`src/rtl/syn_accumulator.sv`:
```
// Synaptic input integrator: scans all weight-RAM addresses after a start request
// and sums, with per-step saturation, the signed weights of neurons that spiked.
module syn_accumulator #(
  parameter int NEURON_ADR = 5,
  parameter int WEIGHTS    = 10,
  parameter int ACC_W      = 16
) (
  input  logic                            i_clk,
  input  logic                            i_rst,
  input  logic                            i_start,
  input  logic [2**(NEURON_ADR+1)-1:0]    i_spikes,
  output logic [NEURON_ADR:0]             o_dpra,
  input  logic [WEIGHTS:0]                i_dpo,
  output logic                            o_busy,
  output logic                            o_done,
  output logic [ACC_W-1:0]                o_current,
  output logic                            o_sat
);

  localparam int DEPTH = 2**(NEURON_ADR+1);
  localparam logic [NEURON_ADR:0] LAST_ADR = '1;
  localparam logic [ACC_W-1:0] ACC_MAX = {1'b0, {(ACC_W-1){1'b1}}};
  localparam logic [ACC_W-1:0] ACC_MIN = {1'b1, {(ACC_W-1){1'b0}}};

  typedef enum logic {IDLE, SCAN} state_t;

  state_t              r_state;
  state_t              w_nextState;
  logic [NEURON_ADR:0] r_addr;
  logic [DEPTH-1:0]    r_spk;
  logic [ACC_W-1:0]    r_acc;
  logic                r_satQ;
  logic [ACC_W-1:0]    r_current;
  logic                r_sat;
  logic                r_busy;
  logic                r_done;

  logic [ACC_W-1:0]    w_dpoExt;
  logic [ACC_W:0]      w_sum;
  logic                w_addSel;
  logic                w_clampHi;
  logic                w_clampLo;
  logic                w_stepSat;
  logic [ACC_W-1:0]    w_accNext;
  logic                w_lastAddr;

  // One extra guard bit makes overflow visible as a disagreement of the top two sum bits.
  always_comb begin
    w_dpoExt  = {{(ACC_W-WEIGHTS-1){i_dpo[WEIGHTS]}}, i_dpo};
    w_sum     = {r_acc[ACC_W-1], r_acc} + {w_dpoExt[ACC_W-1], w_dpoExt};
    w_addSel  = r_spk[r_addr];
    w_clampHi = (w_sum[ACC_W] == 1'b0) && (w_sum[ACC_W-1] == 1'b1);
    w_clampLo = (w_sum[ACC_W] == 1'b1) && (w_sum[ACC_W-1] == 1'b0);
    w_stepSat = w_addSel && (w_clampHi || w_clampLo);
    w_accNext = r_acc;
    if (w_addSel) begin
      if (w_clampHi)
        w_accNext = ACC_MAX;
      else if (w_clampLo)
        w_accNext = ACC_MIN;
      else
        w_accNext = w_sum[ACC_W-1:0];
    end
    w_lastAddr = (r_addr == LAST_ADR);
  end

  always_comb begin
    w_nextState = r_state;
    case (r_state)
      IDLE:    if (i_start) w_nextState = SCAN;
      SCAN:    if (w_lastAddr) w_nextState = IDLE;
      default: w_nextState = IDLE;
    endcase
  end

  always_ff @(posedge i_clk) begin
    if (i_rst) begin
      r_state   <= IDLE;
      r_addr    <= '0;
      r_spk     <= '0;
      r_acc     <= '0;
      r_satQ    <= 1'b0;
      r_current <= '0;
      r_sat     <= 1'b0;
      r_busy    <= 1'b0;
      r_done    <= 1'b0;
    end else begin
      r_state <= w_nextState;
      r_done  <= 1'b0;
      case (r_state)
        IDLE: begin
          if (i_start) begin
            r_spk  <= i_spikes;
            r_acc  <= '0;
            r_satQ <= 1'b0;
            r_addr <= '0;
            r_busy <= 1'b1;
          end
        end
        SCAN: begin
          r_acc  <= w_accNext;
          r_satQ <= r_satQ | w_stepSat;
          r_addr <= r_addr + 1'b1;
          // The last step publishes its own result, including a clamp on that step.
          if (w_lastAddr) begin
            r_current <= w_accNext;
            r_sat     <= r_satQ | w_stepSat;
            r_done    <= 1'b1;
            r_busy    <= 1'b0;
            r_addr    <= '0;
          end
        end
        default: ;
      endcase
    end
  end

  assign o_dpra    = r_addr;
  assign o_busy    = r_busy;
  assign o_done    = r_done;
  assign o_current = r_current;
  assign o_sat     = r_sat;

endmodule
```
`config.mk`:
```
export PLATFORM = sky130hd
export DESIGN_NAME = syn_accumulator
export DESIGN_NICKNAME = d
export VERILOG_FILES = /design/src/rtl/syn_accumulator.sv
export SDC_FILE = /design/constraint.sdc
export NUM_CORES = 1
export LEC_CHECK = 0
export CORE_MARGIN = 1.5
export CORE_UTILIZATION = 52
export DETAILED_ROUTE_END_ITERATION = 8
export GPL_TIMING_DRIVEN = 0
export PLACE_DENSITY = 0.8
export SLEW_MARGIN = 5
export SYNTH_ARGS = -nofsm -noshare
export SYNTH_HDL_FRONTEND = slang
export SYNTH_SLANG_ARGS = --single-unit
```
`constraint.sdc`:
```
create_clock -name i_clk -period 3.8 [get_ports i_clk]
set_input_delay 0.38 -clock i_clk [delete_from_list [all_inputs] [get_ports i_clk]]
set_output_delay 0.38 -clock i_clk [all_outputs]
set_load 0.01 [all_outputs]
```
==> metrics.txt <==
status=complete, no violations; worst r2r path cells=16; synth cell count leaders=153 x nand2_1, 107 x dfxtp_1, 82 x a21oi_1, 23 x o21ai_0; clock buffer depth=2; async set-or-reset flop fraction in the synthesized netlist=0%; CTS Buf Count=9; sequential fraction of the synthesis area=39.1%; syn_nets=approximately 740; total core area=10300 µm²; die area=11200 µm²; Layout Skew=0.0175 ns; cell row count=37; drt drc=0; worst min path class=reg2reg; TritonCTS clock tree=yes; post-synth top area cell=dfxtp_1; pwr/cell area=between 300 and 400 nW/µm²; most frequent cell after synthesis=nand2_1; post-synthesis cell type count=62; CP startpoint kind=primary input; ordered cell list for the critical path=clkdlybuf4s50_1 -> ha_1 -> inv_1 -> fa_2 -> nor2b_2 -> o2111a_1 -> nor3_1 -> nor3_2 -> a21o_1 -> a41o_1 -> inv_1 -> ha_4 -> nor2b_2 -> or4b_2 -> nand3_2 -> mux2i_1 -> o21ai_0; top-area cell type share of the netlist area=roughly two fifths; met2 GRT Util=between 40% and 50%; Die Wd=between 100 and 150 µm; Final Max Slew Viols=0; CP arrival=~3.9 ns; largest net degree at the start of global routing=20; Finished Core Util=67.2%; Critical Path RT=4.12 ns; first-pass GRT wire length=23.0 mm; FF-to-FF Start=r_acc[0]$_SDFFE_PP0P_; CP delay by family, top=simple AND/OR/NAND/NOR gates; hold path depth=2; Worst-Skew Late Latency=0.39 ns; I/O pin total=103; M1 GR Usage=30.7%; Slowest-stage cell, CP=or4b_2; Ant. Diodes=0; TritonRoute pass-1 iters=5; Clock transition at path regs=0.11 ns; DR iter-0 viols=227; die height=106 µm; Post-DP HPWL=approximately 11 mm; Leak Pwr=2.60 nW; initial antenna violation count=0; Area Growth Syn to Fin=26.1%; RSZ-0062 raised after global routing=false; Post-Syn Instances=638; vias in the first global route=4877; number of clock sinks=107; via count=5045; Total GRT Usage=26.0%; Worst R2R Setup Slack=~0.26 ns; worst rel slew slack=between 50% and 60%; initial core utilization=between 50 and 60%; ratio of cells with drive above 1 in the final layout=8.62%; fmax=between 200 and 300 MHz; met3 usage=4.58%; final wirelength=14.5 mm; critical path class=in2reg; Worst VDD drop=218 µV; hold_buf cts=0; Worst-Margin Slew=0.696 ns; Post-DRT Antenna Nets=0; Synth Cell Area=approximately 5500 µm²; Max-Cap Viols=0; period utilization=94.9%; final setup fails=0; routability cong.=0.899; Worst Setup End Kind=flip-flop; Worst R2R End=o_current[8]$_SDFFE_PP0P_; # placed instances=between 800 and 900; Non-Filler Instances=890; hold endpoint=r_spk[40]$_SDFFE_PP0P_; Post-synth EDFFs=0; H-tree depth=3; Routed WL per cell=16.3 µm; final hold vios=0; # port buffers=between 100 and 150; minimum clock period=3.61 ns; Via density=5.67; CP Max Fanout=9; global route overflow=0; busiest grt layer=met2; hold_sp=r_spk[40]$_SDFFE_PP0P_; Worst Path Buf+Inv=3; Area contributors post-synth=dfxtp_1 39%, nand2_1 10%, a21oi_1 7.5%; nets@finish=847; Yosys reg bits=about 110; post-synthesis area per instance=approximately 8.6 µm²; root buffer cell=clkbuf_8; Primary FF master, synth=dfxtp_1; synth warn=0; postcts setup bufs=0; Critical Path Max Stage Delay=0.60 ns
## how the worst max path moves through the flow
stage | endpoint | start | slack [ns] | depth (start not counted)
final | o_current[8]$_SDFFE_PP0P_ | i_dpo[0] | 0.19 | 17
after global routing | o_current[8]$_SDFFE_PP0P_ | i_dpo[0] | 0.03 | 17
after CTS | o_current[8]$_SDFFE_PP0P_ | i_dpo[0] | 0.0002 | 17
after detailed placement | o_current[14]$_SDFFE_PP0P_ | i_dpo[10] | -0.71 | 15
after global placement | o_current[14]$_SDFFE_PP0P_ | i_dpo[10] | -0.62 | 15
after floorplan | o_current[8]$_SDFFE_PP0P_ | i_dpo[0] | 0.39 | 17
## tightest hold or removal path, stage by stage, from the launching register on
cell and delay, ns:
dfxtp_1 0.32, nand2_1 0.05, a21oi_1 0.05
## power breakdown
part / internal [mW] / total, mW / switching, mW
Combinational: 0.197 / 0.414 / 0.217
Sequential: 1.17 / 1.19 / 0.0239
Clock: 0.254 / 0.687 / 0.433
## kinds of logic (layout without fill, tap and decap cells)
logic type	count (synthesis)	after routing	share of synthesized area, %
flops	107	107	39.1
buf+inv	61	177	5.50
fa+ha+maj	20	20	4.70
mux	35	35	9.45
xor+xnor	9	9	1.44
simple gates	228	228	18.2
compound gates	178	178	21.6
## flip-flops by register name (all words and copies together), names as in the netlist
signal     flops
o_done         1
r_acc         16
r_satQ         1
o_dpra         6
o_sat          1
r_spk         64
o_current     16
o_busy         1
r_state        1
## metal layers
metal  wire length, µm  part of all wire, %  vias to the layer above
met5                 0                    0                        -
met4               447                  3.1                        0
met3               757                  5.2                       36
met2              7290                   50                      164
met1              5970                   41                     2357
li1                  -                    -                     2488
## cell type report
| class | count | area [µm²] |
|---|---|---|
| fillers | 855 | 3370 |
| multi-input cells | 470 | 3090 |
| flip-flops and latches | 107 | 2140 |
| repair buffers | 101 | 1010 |
| plain buffers | 40 | 224 |
| well taps | 136 | 170 |
| clock buffers | 10 | 128 |
| inverters | 20 | 75.1 |
| clock inverters | 6 | 61.3 |
## stage by stage
step / power, mW / hold WS [ns] / cell area (µm²) / setup TNS, ns / worst slack [ns]
after floorplan: 1.46 / 0.432 / 5480 / 0 / 0.386
after global placement: 1.60 / 0.434 / 6660 / -10.10 / -0.625
after detailed placement: 1.62 / 0.444 / 6660 / -12.10 / -0.713
after CTS: 2.29 / 0.461 / 6860 / 0 / 0.000204
after global routing: 2.38 / 0.483 / 6910 / 0 / 0.0289
final: 2.29 / 0.458 / 6910 / 0 / 0.194
## what timing repair did
| action | in CTS | in global routing |
|---|---|---|
| endpoints found under the setup margin | 17 | 14 |
| pin swaps | 1 | 2 |
| resized for setup | 3 | 11 |
## cells in the final DEF (no fill, tap or decap), drive strengths merged, types with 2 or more instances in the layout
cell type      instances
a22o                   9
xnor2                  4
nor2b                 10
a21oi                 83
xor2                   5
o21a                   6
a211o                  2
mux2                   2
inv                   21
or4b                   2
a2111oi                2
clkdlybuf4s50        100
clkinv                 4
a22oi                  4
o2bb2ai                8
nor2                  20
nor3                  15
ha                    19
nand3                  5
nand4                  2
o211ai                 2
or3                    7
dfxtp                107
clkbuf                30
buf                   20
o21ai                 23
a21o                   4
or2                    3
mux4                  12
a31oi                  6
a32oi                  2
o31ai                  9
nor4                   2
and2                   3
nand2                153
a211oi                 8
mux2i                 21
Power figures use the tool's default switching activity.
